<file path="src/rtl/m_mem_arbiter.sv">
// rtl/m_mem_arbiter.sv - round-robin sharing of the data-memory port between CPU M-stage and bridge/DMA
// Captures one request at a time, runs the mem handshake with a response timeout, pulses per-port done.

module m_mem_arbiter #(
  parameter int TIMEOUT = 255,
  parameter int CNT_W   = 8
) (
  input  logic        clk,
  input  logic        reset,
  input  logic        p0_req,
  input  logic        p0_we,
  input  logic [31:0] p0_addr,
  input  logic [3:0]  p0_be,
  input  logic [31:0] p0_wdata,
  output logic        p0_gnt,
  output logic        p0_done,
  output logic [31:0] p0_rdata,
  input  logic        p1_req,
  input  logic        p1_we,
  input  logic [31:0] p1_addr,
  input  logic [3:0]  p1_be,
  input  logic [31:0] p1_wdata,
  output logic        p1_gnt,
  output logic        p1_done,
  output logic [31:0] p1_rdata,
  output logic        mem_req,
  output logic        mem_we,
  output logic [31:0] mem_addr,
  output logic [3:0]  mem_be,
  output logic [31:0] mem_wdata,
  input  logic        mem_ack,
  input  logic        mem_rvalid,
  input  logic [31:0] mem_rdata,
  output logic        err,
  output logic        busy
);

  typedef enum logic [1:0] {
    S_IDLE  = 2'd0,
    S_ISSUE = 2'd1,
    S_WAIT  = 2'd2,
    S_RESP  = 2'd3
  } state_t;

  localparam logic [CNT_W-1:0] CNT_LAST = CNT_W'(TIMEOUT - 1);

  state_t            state_q, state_d;
  logic              owner_q, owner_d;
  logic              rr_q, rr_d;
  logic              we_q, we_d;
  logic [31:0]       addr_q, addr_d;
  logic [3:0]        be_q, be_d;
  logic [31:0]       wdata_q, wdata_d;
  logic [31:0]       rdata_q, rdata_d;
  logic              err_q, err_d;
  logic [CNT_W-1:0]  cnt_q, cnt_d;
  logic [1:0]        gnt_q, gnt_d;

  logic              any_req;
  logic              win;
  logic              sel_we;
  logic [3:0]        sel_be;

  // win=1 selects port 1; rr_q=1 means port 1 has priority on a tie
  always_comb begin
    any_req = p0_req | p1_req;
    win     = p1_req & (~p0_req | rr_q);
    sel_we  = win ? p1_we : p0_we;
    sel_be  = win ? p1_be : p0_be;
  end

  always_comb begin
    state_d = state_q;
    owner_d = owner_q;
    rr_d    = rr_q;
    we_d    = we_q;
    addr_d  = addr_q;
    be_d    = be_q;
    wdata_d = wdata_q;
    rdata_d = rdata_q;
    err_d   = err_q;
    cnt_d   = cnt_q;
    gnt_d   = 2'b00;
    case (state_q)
      S_IDLE: begin
        if (any_req) begin
          owner_d = win;
          we_d    = sel_we;
          addr_d  = win ? p1_addr : p0_addr;
          be_d    = sel_be;
          wdata_d = win ? p1_wdata : p0_wdata;
          rdata_d = '0;
          err_d   = 1'b0;
          gnt_d   = win ? 2'b10 : 2'b01;
          // A write with no lanes enabled completes without touching memory
          state_d = (sel_we && (sel_be == 4'b0000)) ? S_RESP : S_ISSUE;
        end
      end
      S_ISSUE: begin
        if (mem_ack) begin
          cnt_d   = '0;
          state_d = S_WAIT;
        end
      end
      S_WAIT: begin
        if (mem_rvalid) begin
          rdata_d = we_q ? 32'h0 : mem_rdata;
          state_d = S_RESP;
        end else if (cnt_q == CNT_LAST) begin
          rdata_d = '0;
          err_d   = 1'b1;
          state_d = S_RESP;
        end else begin
          cnt_d = cnt_q + 1'b1;
        end
      end
      S_RESP: begin
        rr_d    = ~owner_q;
        state_d = S_IDLE;
      end
      default: state_d = S_IDLE;
    endcase
  end

  always_ff @(posedge clk or negedge reset) begin
    if (!reset) begin
      state_q <= S_IDLE;
      owner_q <= 1'b0;
      rr_q    <= 1'b0;
      we_q    <= 1'b0;
      addr_q  <= '0;
      be_q    <= '0;
      wdata_q <= '0;
      rdata_q <= '0;
      err_q   <= 1'b0;
      cnt_q   <= '0;
      gnt_q   <= 2'b00;
    end else begin
      state_q <= state_d;
      owner_q <= owner_d;
      rr_q    <= rr_d;
      we_q    <= we_d;
      addr_q  <= addr_d;
      be_q    <= be_d;
      wdata_q <= wdata_d;
      rdata_q <= rdata_d;
      err_q   <= err_d;
      cnt_q   <= cnt_d;
      gnt_q   <= gnt_d;
    end
  end

  logic in_resp;

  always_comb begin
    in_resp   = (state_q == S_RESP);
    mem_req   = (state_q == S_ISSUE);
    mem_we    = mem_req & we_q;
    mem_addr  = mem_req ? (addr_q & 32'hFFFF_FFFC) : 32'h0;
    mem_be    = mem_req ? be_q : 4'b0000;
    mem_wdata = mem_req ? wdata_q : 32'h0;
    p0_gnt    = gnt_q[0];
    p1_gnt    = gnt_q[1];
    p0_done   = in_resp & ~owner_q;
    p1_done   = in_resp & owner_q;
    p0_rdata  = p0_done ? rdata_q : 32'h0;
    p1_rdata  = p1_done ? rdata_q : 32'h0;
    err       = in_resp & err_q;
    busy      = (state_q != S_IDLE);
  end

endmodule

</file>
<file path="config.mk">
export PLATFORM = sky130hd
export DESIGN_NAME = m_mem_arbiter
export DESIGN_NICKNAME = d
export VERILOG_FILES = /design/src/rtl/m_mem_arbiter.sv
export SDC_FILE = /design/constraint.sdc
export NUM_CORES = 1
export LEC_CHECK = 0
export BUFFER_PORTS_ARGS = -buffer_cell sky130_fd_sc_hd__buf_2
export CORE_AREA = 2 2 124 126
export DETAILED_ROUTE_END_ITERATION = 8
export DIE_AREA = 0 0 126 128
export PLACE_DENSITY = 0.77
export REMOVE_ABC_BUFFERS = 1
export SLEW_MARGIN = 20
export SYNTH_ARGS = -nofsm -noshare
export SYNTH_HDL_FRONTEND = slang
export SYNTH_SLANG_ARGS = --single-unit
</file>
<file path="constraint.sdc">
create_clock -name clk -period 1.8 [get_ports clk]
set_input_delay 0.18 -clock clk [delete_from_list [all_inputs] [get_ports clk]]
set_output_delay 0.18 -clock clk [all_outputs]
set_load 0.01 [all_outputs]
</file>
== After elaboration in Yosys (flattened, before gate mapping) ==
Index checks and enable logic that the tools add are counted.
Storage, ports and cells
  bits of input ports: 176
  output and inout port bits: 140
  register bits after elaboration: 116
  logic and storage cells: 73
Operators by class
  bitwise operators: 9
  mux-type cells: 31
  add/subtract/negate cells: 1
  equality and inequality tests: 10
  reductions and logical operators: 11
Operators by type and width (count)
  $mux 32: 10
  $pmux 32 s2: 1
  $mux 8: 3
  $mux 2: 8
  $pmux 8 s2: 1
  $add 8x1->8 const B: 1
  $eq 8x8->1 const B: 1
  $mux 4: 2
  $ne 2x2->1 const B: 4
  $pmux 2 s4: 1
  $reduce_and 4->1: 2
  $reduce_and 3->1: 2
  $reduce_bool 2->1: 3
  $and 1x1->1: 5
  $eq 2x2->1 const B: 2
  $logic_not 4->1: 1
  $mux 1: 4
  $ne 3x3->1 const B: 1
  $eq 2x1->1 const B: 1
  $logic_not 2->1: 1
  $ne 2x1->1 const B: 1
  $not 1->1: 2
  $or 1x1->1: 2
  $pmux 1 s2: 1
  other kinds (2): 2

== Depth between registers and ports, before layout ==
Gate-level depths: netlist of the first run.
  word-level depth: 9
  mapped depth: 7
  depth with buffers taken out: 6

== Worst setup path after synthesis of the first run ==
OpenSTA, ideal clock, no wires.
  path type: flip-flop to flip-flop
  start: register state_q[0]
  end: register cnt_q[7]
  clock period less this slack: 1784 ps
  setup slack: 16 ps
  data arrival time: 1707 ps
  stages on the path, launching flop included: 7
  library setup time: 77 ps
  buffers on the path: 0
  cells stage by stage: dfrtp_1 -> inv_1 -> ha_1 -> and2b_2 -> o211ai_4 -> or4_1 -> a21oi_1
Between the ends
  longest elaborated chain between the ends: 3
  elaborated cells between the ends (all ways): 8
  those cells by class: eq/ne (5); mux (1); reduce/logical (2)
Ends and longest elaborated chain
  start, declared: RTL line 47  | state_t state_q, state_d;
  start signal, assigned: RTL line 139  | state_q <= state_d;
  $eq 2x2->1 / $eq 2x1->1 (equally long branches): RTL line 84  | case (state_q)
  $ne 2x2->1 (no line), or another cell as far along
  $reduce_and 4->1 (no line)
  end signal, assigned: RTL line 148  | cnt_q <= cnt_d;
  end, declared: RTL line 56  | logic [CNT_W-1:0] cnt_q, cnt_d;
Several ways; a longest one is shown, not always the timed one.
A chain may end at the register's enable or synchronous reset.

== Worst setup path after layout of the first run ==
  start: register state_q[1]
  end: register rdata_q[11]
Between the ends
  longest elaborated chain between the ends: 3
  elaborated cells between the ends (all ways): 7
  those cells by class: eq/ne (3); mux (1); reduce/logical (3)
Ends and longest elaborated chain
  $eq 2x2->1 / $logic_not 2->1 (equally long branches): RTL line 84
  $ne 3x3->1 (no line), or another cell as far along
  $reduce_and 3->1 (no line)
  end signal, assigned: RTL line 146  | rdata_q <= rdata_d;
  end, declared: RTL line 54  | logic [31:0] rdata_q, rdata_d;
Several ways; a longest one is shown, not always the timed one.

==> metrics.md, run 1 <==
| Metric | Value |
|---|---|
| Outcome | `complete, but fails checks` |
| Failing checks | `negative setup slack` |
| PwrDens | `1500 nW/um^2` |
| Layout area overhead | `57.7%` |
| Period utilisation layout | `1.05` |
| Synth cell count leaders | `114 x dfrtp_1, 111 x and2_1, 76 x nand2_1, 72 x mux2i_1, 36 x inv_1` |
| Total GRT Usage | `0.236` |
| CTS max path bufs | `2` |
| Detailed-route DRC error count | `0` |
| Crit path time final | `1.89 ns` |
| Hold EP | `rdata_q[27]` |
| Final max-slew violation count | `0` |
| Share of layout cells above drive strength 1 | `0.423` |
| MaxCap Viol Count | `0` |
| Wire length per cell | `16.7 um` |
| Starting Density | `0.413` |
| Top-count cell post-synth | `dfrtp_1` |
| CP Capture Type | `flip-flop` |
| Startpoint type of the worst setup path | `flip-flop` |
| Final Setup Violations | `between 150 and 200` |
| Yosys warnings | `0` |
| Worst-Skew Late Latency | `0.42 ns` |
| Main flop type after synthesis | `dfrtp_1` |
| Post-Syn Area | `about 6000 um^2` |
| Worst reg2reg setup slack | `-0.09 ns` |
| Placer Congestion | `0.798` |
| Peak VDD IR | `roughly 0.0008 V` |
| Initial antenna violation count | `1` |
| Die W | `126 um` |
| Die Y | `between 100 and 150 um` |
| Post-route cell area | `9690 um^2` |
| Critical Path AT | `approximately 2.2 ns` |
| Worst reg2reg path depth | `9` |
| Placed cell area | `8080 um^2` |
| Final worst-path setup slack | `-0.0928 ns` |
| Hold_sp | `mem_rdata[27]` |
| Reg2reg end | `rdata_q[11]` |
| Hold Crit Class | `input pin to flip-flop` |
| Die Area | `16100 um^2` |
| Crit-path max FO | `7` |
| Setup Skew | `0.00589 ns` |
| Post-synth EDFFs | `0` |
| # IOs | `approximately 320` |
| Non-Filler Instances | `1210` |
| Leakage power | `5.28 nW` |
| Sequential share of the synthesized area | `0.464` |
| Number of DRC markers in iteration 0 | `191` |
| Clock transition at path regs | `0.06 ns` |
| Cts bufs inserted | `17` |
| Final wirelength | `20200 um` |
| Max-slew headroom | `0.579` |
| Required @ worst endpoint | `around 2.1 ns` |
| Dpl cells | `1118` |
| Worst slew pin tran | `0.632 ns` |
| Clk sink count | `around 110` |
| Clk root buf | `clkbuf_16` |
| Hold path depth | `3` |
| Via count | `~6000` |
| Synth cell types | `41` |
| Fmax | `approximately 530 MHz` |
| Port buffer count | `309` |
| Post-route ant nets | `0` |
| TritonCTS clock tree | `built` |
| Worst r2r src | `state_q[1]` |
| Total power | `14.5 mW` |
| Vias in the first global route | `about 6000` |
| Total grt overflow | `0` |
| CP Class | `flip-flop to flip-flop` |
| H-tree levels | `4` |
| Rows | `45` |
| Post-synth top area share | `0.464` |
| Avg Vias per Cell | `5.03` |
| RSZ-0062 raised after global routing | `true` |
| Avg Cell Area, Syn | `9.65 um^2` |
| Async SR Flop Fraction | `1.00` |
| Top cells by area, synth | `dfrtp_1 46%, mux2i_1 12%, and2_1 11%` |
| Final hold violations | `0` |
| FF+latch count, synth | `114` |
| Dpl hpwl | `12900 um` |
| Nets | `1191` |
| First-pass GRT wire length | `about 30000 um` |
| Largest net degree at the start of global routing | `115` |
| Synth area leader | `dfrtp_1` |
| Total core area | `~15000 um^2` |
| First-pass DRT Iterations | `5` |
| Mapped Cells | `637` |
==> timing repair <==
action                                  4_1_cts  5_1_grt
endpoints found under the setup margin      122      200
pin swaps                                     3        6
setup buffers                                 2        4
hold buffers                                 46        0
gates cloned                                  3        5
hold endpoints to repair                    159        0
resized for setup                            29       64
==> power by group <==
group	switching, mW	leakage, nW	internal (mW)
Clock	1.29	0.272	2.04
Sequential	0.620	1.47	3.61
Combinational	3.37	3.54	3.61
Total	5.28	5.28	9.26
==> worst max path at each step <==
stage | end | slack, ns | start | cells after the start
after global placement | rdata_q[22] | 0.04 | state_q[1] | 7
after CTS | p0_rdata[2] | -0.13 | state_q[1] | 6
after detailed placement | rdata_q[17] | 0.001 | state_q[1] | 7
after global routing | p1_rdata[31] | -0.14 | state_q[1] | 4
after floorplan | addr_q[12] | -1.92 | p0_req | 4
final | rdata_q[11] | -0.09 | state_q[1] | 9
==> flip-flops by register name, indices dropped and copies added, names as in the netlist, 2 cells and up <==
name	count
addr_q	30
be_q	4
cnt_q	8
gnt_q	2
rdata_q	32
state_q	2
wdata_q	32
==> metrics by stage <==
| step | setup TNS [ns] | worst slack (ns) | hold slack, ns | util |
|---|---|---|---|---|
| after CTS | -4.61 | -0.129 | 0.000441 | 0.629 |
| after floorplan | -129.46 | -1.92 | -0.116 | - |
| after detailed placement | 0 | 0.000988 | 0.326 | 0.544 |
| final | -5.66 | -0.0928 | 0.0191 | 0.652 |
| after global routing | -17.83 | -0.139 | 0.00560 | 0.652 |
| after global placement | 0 | 0.0367 | 0.322 | 0.544 |
==> layout make-up <==
cell class | count | area, um^2
Fill cell | 1166 | 5170
Antenna cell | 1 | 2.50
Multi-Input combinational cell | 442 | 3120
Sequential cell | 114 | 2850
Clock buffer | 17 | 425
Timing Repair Buffer | 396 | 2760
Clock inverter | 15 | 160
Inverter | 37 | 139
Tap cell | 188 | 235
==> per-layer routing <==
| layer | up-vias | global-route usage | share of wire |
|---|---|---|---|
| li1 | 2893 | - | - |
| met1 | 2904 | 0.267 | 0.38 |
| met2 | 256 | 0.429 | 0.52 |
| met3 | 35 | 0.0655 | 0.071 |
| met4 | 0 | 0.0763 | 0.022 |
| met5 | - | 0 | 0 |
==> cells by family (layout without fill, tap and decap cells) <==
group	count (synthesis)	after routing	synth area share
compound gates	86	86	0.101
xor+xnor	1	1	0.00143
fa+ha+maj	7	7	0.0143
buf+inv	82	465	0.0562
flops	114	114	0.464
mux	73	73	0.119
other cells	1	3	0.000610
simple gates	273	273	0.243
==> critical path, stage by stage, from the launching register on <==
cell and delay (ns):
dfrtp_1 0.42, inv_2 0.11, buf_4 0.12, ha_4 0.13, inv_2 0.04, or3_4 0.35, o211ai_4 0.10, buf_12 0.18
buf_8 0.13, mux2i_2 0.22
==> placed cells by master, fill, tap and decap left out, types with 10 or more instances in the layout <==
cell type / count
dlygate4sd3_1: 46
clkbuf_16: 22
buf_12: 13
o21ai_0: 13
o21ai_1: 27
nor2_1: 10
dfrtp_1: 114
buf_4: 17
a221o_1: 30
inv_1: 34
nand2_1: 74
mux2i_1: 71
and2_4: 26
buf_2: 289
buf_6: 20
and3_1: 33
and2_1: 99
Power figures use the tool's default switching activity.
==> run 2: changes to the inputs <==
--- a/config.mk
+++ b/config.mk
@@ -6,10 +6,10 @@
 export NUM_CORES = 1
 export LEC_CHECK = 0
 export BUFFER_PORTS_ARGS = -buffer_cell sky130_fd_sc_hd__buf_2
-export CORE_AREA = 2 2 124 126
+export CORE_AREA = 2 2 89 177
 export DETAILED_ROUTE_END_ITERATION = 8
-export DIE_AREA = 0 0 126 128
-export PLACE_DENSITY = 0.77
+export DIE_AREA = 0 0 91 179
+export PLACE_DENSITY = 0.76
 export REMOVE_ABC_BUFFERS = 1
 export SLEW_MARGIN = 20
 export SYNTH_ARGS = -nofsm -noshare
==> constraint.sdc (replaced) <==
create_clock -name clk -period 1.8 [get_ports clk]
set_input_delay 0.45 -clock clk [delete_from_list [all_inputs] [get_ports clk]]
set_output_delay 0.45 -clock clk [all_outputs]
set_load 0.01 [all_outputs]
==> run 2 against run 1 <==
Against the previous run: the run still ends with negative setup slack left; setup slack got worse by 0.27 ns; critical endpoint is now mem_wdata[23]; cell count shrank 1.7%; global-route usage shrank 0.90 points; combinational power increased by 9.3%.
==> metrics.md, run 2 (synthesized netlist as in run 1, its figures left out) <==
| Metric | Value |
|---|---|
| Outcome | `complete, but fails checks` |
| Failing checks | `negative setup slack` |
| Final wirelength | `19500 um` |
| Port buffer count | `309` |
| Required @ worst endpoint | `1.35 ns` |
| DP Worst Slack | `-0.364 ns` |
| Metal2 WL | `~10000 um` |
| Worst r2r src | `state_q[1]` |
| TritonCTS clock tree | `built` |
| Final hold slack | `between 0.2 and 0.3 ns` |
| First-pass DRT Iterations | `6` |
| Layout area overhead | `55.9%` |
| Most frequent cells in the layout | `280 x buf_2, 114 x dfrtp_1, 76 x and2_1` |
| Worst-Skew Late Latency | `0.41 ns` |
| Number of DRC markers in iteration 0 | `~190` |
| Sum of buffers and inverters on the critical path | `5` |
| Cts bufs inserted | `17` |
| Peak VDD IR | `0.000839 V` |
| Wire length per cell | `16.4 um` |
| Clk sink count | `114` |
| Die Y | `179 um` |
| Startpoint type of the worst setup path | `flip-flop` |
| Final Setup Violations | `204` |
| Detailed-route DRC error count | `0` |
| Total power | `15.1 mW` |
| M1 wire length | `7380 um` |
| Dpl hpwl | `12800 um` |
| Clk root buf | `clkbuf_16` |
| Uppermost layer routed | `met4` |
| Critical Path AT | `1.71 ns` |
| Nets | `about 1200` |
| Setup Skew | `0.0101 ns` |
| Crit-path max FO | `8` |
| CP max-delay cell | `dfrtp_1` |
| Leakage power | `5.23 nW` |
| CP Capture Type | `output port` |
| # IOs | `around 320` |
| Antenna cells | `0` |
| Total grt overflow | `0` |
| Vias in the first global route | `5897` |
| Reg2reg end | `rdata_q[15]` |
| Clock transition at path regs | `0.06 ns` |
| H-tree levels | `4` |
| Crit path time final | `2.16 ns` |
| Total GRT Usage | `0.227` |
| Starting Density | `0.408` |
| Critical Path End | `mem_wdata[23]` |
| Die W | `91 um` |
| MaxCap Viol Count | `0` |
| Levels on crit path | `7` |
| Crit. Startpoint | `state_q[1]` |
| Worst path top cell family by delay | `buffers and inverters` |
| Total core area | `about 15000 um^2` |
| Share of layout cells above drive strength 1 | `0.484` |
| Hold Crit Class | `input pin to flip-flop` |
| WL met3 | `between 1500 and 2000 um` |
| Critical path cell sequence | `buf_6 -> inv_4 -> ha_4 -> buf_16 -> buf_8 -> and2_4 -> buf_6` |
| Final hold violations | `0` |
| Initial antenna violation count | `0` |
| Hold path depth | `2` |
| Fmax | `462 MHz` |
| Biggest regs | `rdata_q (32), wdata_q (32), addr_q (30)` |
| Period utilisation layout | `1.20` |
| Avg Vias per Cell | `5.06` |
| CP peak stage delay | `between 0.3 and 0.4 ns` |
| Rows | `64` |
| PwrDens | `between 1500 and 2000 nW/um^2` |
| Placer Congestion | `0.841` |
| Largest net degree at the start of global routing | `between 60 and 70` |
| CTS max path bufs | `2` |
| Post-route ant nets | `0` |
| RSZ-0062 raised after global routing | `true` |
| Final max-slew violation count | `0` |
| Cell repeated most along the worst path | `buf_6` |
| Via count | `6017` |
| Total Neg Setup Slack | `-48.61 ns` |
| Final worst-path setup slack | `-0.364 ns` |
| Worst reg2reg path depth | `10` |
| Commonest non-fill, non-tap cell in the layout | `buf_2` |
| Worst reg2reg setup slack | `-0.28 ns` |
| Die Area | `about 16000 um^2` |
| CP Class | `flip-flop to output port` |
| First-pass GRT wire length | `roughly 29000 um` |
## run 2: how the worst min path moves through the flow
stage | end | slack [ns] | startpoint
floorplan | addr_q[10] | 0.15 | reset
global placement | rdata_q[5] | 0.41 | reset
detailed placement | rdata_q[6] | 0.41 | reset
CTS | addr_q[18] | 0.25 | p1_addr[18]
global route | addr_q[18] | 0.26 | p1_addr[18]
finish | addr_q[12] | 0.27 | p1_addr[12]
## run 2: layout make-up
type	instances	area (um^2)
Multi-Input combinational cell	443	3240
Sequential cell	114	2850
Inverter	37	145
Clock inverter	14	133
Clock buffer	18	439
Fill cell	1252	5480
Tap cell	198	248
Timing Repair Buffer	366	2520
## run 2: repair_timing
| action | CTS | global route |
|---|---|---|
| setup endpoints to repair | 195 | 232 |
| hold endpoints to repair | 25 | 0 |
| hold buffers | 1 | 0 |
| pin swaps | 10 | 30 |
| setup buffers | 17 | 7 |
| gates resized for setup | 69 | 87 |
| gates cloned | 6 | 3 |
## run 2: layer usage
metal,global-route usage,vias up
met3,0.0584,37
li1,-,2830
met5,0,-
met1,0.256,2849
met4,0.109,0
met2,0.397,301
## run 2: where the power goes
part	switching (mW)	internal (mW)	leakage (nW)
sequential	0.648	3.61	1.47
combinational	3.56	4.07	3.50
clock	1.28	1.95	0.262
total	5.48	9.63	5.23
## run 2: per-stage QoR
stage                      util  instances  instance area, um^2
after floorplan               -        593                 5940
after global placement    0.539       1128                 8110
after detailed placement  0.539       1128                 8110
after CTS                 0.615       1184                 9260
after global routing      0.636       1190                 9580
final                     0.636       1190                 9580
==> run 3: changes to the inputs <==
--- a/config.mk
+++ b/config.mk
@@ -6,10 +6,10 @@
 export NUM_CORES = 1
 export LEC_CHECK = 0
 export BUFFER_PORTS_ARGS = -buffer_cell sky130_fd_sc_hd__buf_2
-export CORE_AREA = 2 2 89 177
+export CORE_AREA = 2 2 121 123
 export DETAILED_ROUTE_END_ITERATION = 8
-export DIE_AREA = 0 0 91 179
-export PLACE_DENSITY = 0.76
+export DIE_AREA = 0 0 123 125
+export PLACE_DENSITY = 0.78
 export REMOVE_ABC_BUFFERS = 1
 export SLEW_MARGIN = 20
 export SYNTH_ARGS = -nofsm -noshare
==> constraint.sdc (replaced) <==
create_clock -name clk -period 2.55 [get_ports clk]
set_input_delay 0.6375 -clock clk [delete_from_list [all_inputs] [get_ports clk]]
set_output_delay 0.6375 -clock clk [all_outputs]
set_load 0.01 [all_outputs]
==> run 3 against run 2 <==
Against the previous run: the flow now finishes without violations; first-iteration DRC count increased by 32%; non-clock buffer count shrank 42; clock power down 22%; register-to-register slack gained 0.67 ns; die area shrank 5.6%; core utilization shrank 3.2 points; critical path depth down 2; setup slack better by 0.52 ns; final area fell by 10%; largest power group unchanged.
==> metrics.md, run 3 (synthesized netlist as in run 1, its figures left out) <==
| Metric | Value |
|---|---|
| Total power | `9.10 mW` |
| Die W | `123 um` |
| Total Neg Setup Slack | `0 ns` |
| Crit path time final | `2.39 ns` |
| Total GRT Usage | `0.232` |
| Commonest non-fill, non-tap cell in the layout | `buf_2` |
| Avg Vias per Cell | `4.90` |
| First-pass DRT Iterations | `6` |
| Number of DRC markers in iteration 0 | `248` |
| PwrDens | `1060 nW/um^2` |
| CP Capture Type | `output port` |
| Rows | `44` |
| Post-route ant nets | `0` |
| Worst path top cell family by delay | `buffers and inverters` |
| Clk sink count | `114` |
| CP peak stage delay | `0.40 ns` |
| # IOs | `316` |
| Period utilisation layout | `0.939` |
| Wire length per cell | `15.6 um` |
| Final wirelength | `17700 um` |
| Crit-path max FO | `28` |
| Sum of buffers and inverters on the critical path | `3` |
| CP max-delay cell | `dfrtp_1` |
| Layout area overhead | `39.7%` |
| Vias in the first global route | `roughly 5400` |
| CTS max path bufs | `2` |
| Postcts setup bufs | `0` |
| Die Area | `15400 um^2` |
| Most frequent cells in the layout | `308 x buf_2, 114 x dfrtp_1, 111 x and2_1` |
| Final hold violations | `0` |
| Clock transition at path regs | `about 0.050 ns` |
| CTS hold repair buffers | `0` |
| Die Y | `125 um` |
| Peak VDD IR | `0.000614 V` |
| Final max-slew violation count | `0` |
| Total grt overflow | `0` |
| Placer Congestion | `0.828` |
| RSZ-0062 raised after global routing | `false` |
| MaxCap Viol Count | `0` |
| Critical Path AT | `roughly 1.8 ns` |
| Core Util, Final | `0.604` |
| TritonCTS clock tree | `built` |
| Dpl hpwl | `~13000 um` |
| Detailed-route DRC error count | `0` |
| Via count | `approximately 5600` |
| Share of layout cells above drive strength 1 | `0.387` |
| Leakage power | `4.82 nW` |
| Number of gates resized after CTS | `0` |
| Worst slew pin tran | `around 0.60 ns` |
| Startpoint type of the worst setup path | `flip-flop` |
| Max-slew headroom | `0.601` |
| Total core area | `14200 um^2` |
| Port buffer count | `between 300 and 400` |
| Nets | `1119` |
| Initial antenna violation count | `4` |
| Cts bufs inserted | `17` |
| Setup Skew | `0.00854 ns` |
| Largest net degree at the start of global routing | `just over 80` |
| Outcome | `completed` |
| First-pass GRT wire length | `between 20000 and 30000 um` |
| Starting Density | `0.433` |
| Final hold slack | `0.204 ns` |
| Final Setup Violations | `0` |
| Worst-Skew Late Latency | `0.41 ns` |
| Biggest regs | `rdata_q (32), wdata_q (32), addr_q (30)` |
| H-tree levels | `4` |
| Required @ worst endpoint | `1.91 ns` |
| Hold Crit Class | `input pin to asynchronous set/reset pin` |
| Clk root buf | `clkbuf_16` |
| Worst reg2reg setup slack | `0.39 ns` |
| CP Class | `flip-flop to output port` |
| Fmax | `418 MHz` |
| Critical path cell sequence | `inv_1 -> ha_2 -> buf_4 -> and2_1 -> buf_2` |
[run 3: worst paths after layout]
kind                             start          end  depth (start not counted)
max                         state_q[1]       mem_we                          5
min                              reset   rdata_q[5]                          1
max reg2reg                 state_q[0]  rdata_q[14]                          7
min reg2reg                 wdata_q[0]   wdata_q[0]                          2
max in group asynchronous        reset   wdata_q[9]                          2
min in group clk           p1_addr[10]   addr_q[10]                          2
[run 3: through the flow]
step | instance area, um^2 | setup WS [ns] | std cells
CTS | 8570 | 0.139 | 1133
detailed placement | 7940 | 0.388 | 1101
finish | 8580 | 0.157 | 1137
global placement | 7940 | 0.449 | 1101
floorplan | 5940 | -1.63 | 593
global route | 8580 | 0.00505 | 1134
[run 3: power by group]
group / total [mW] / switching, mW / internal [mW]
combinational: 3.61 / 1.98 / 1.62
sequential: 2.97 / 0.421 / 2.55
clock: 2.52 / 0.831 / 1.69
total: 9.10 / 3.24 / 5.86
[run 3: area by class of cell]
type / instances / area, um^2
diodes: 4 / 10.0
clock buffers: 24 / 512
inverters: 37 / 139
fillers: 1278 / 5620
flip-flops and latches: 114 / 2850
multi-input cells: 442 / 2980
repair buffers: 324 / 1740
clock inverters: 8 / 123
well taps: 184 / 230
[run 3: worst reg2reg max path, cell delays in order, from the launching register on]
cell	delay, ns
dfrtp_1	0.39
inv_1	0.13
ha_1	0.32
inv_2	0.08
or3_1	0.39
o211ai_4	0.29
buf_12	0.27
mux2i_1	0.21
[run 3: per-layer routing]
| layer | track usage | wire length, um | up-vias |
|---|---|---|---|
| li1 | - | - | 2748 |
| met1 | 0.270 | 7030 | 2581 |
| met2 | 0.401 | 8860 | 223 |
| met3 | 0.0826 | 1560 | 19 |
| met4 | 0.0689 | 262 | 0 |
| met5 | 0 | 0 | - |
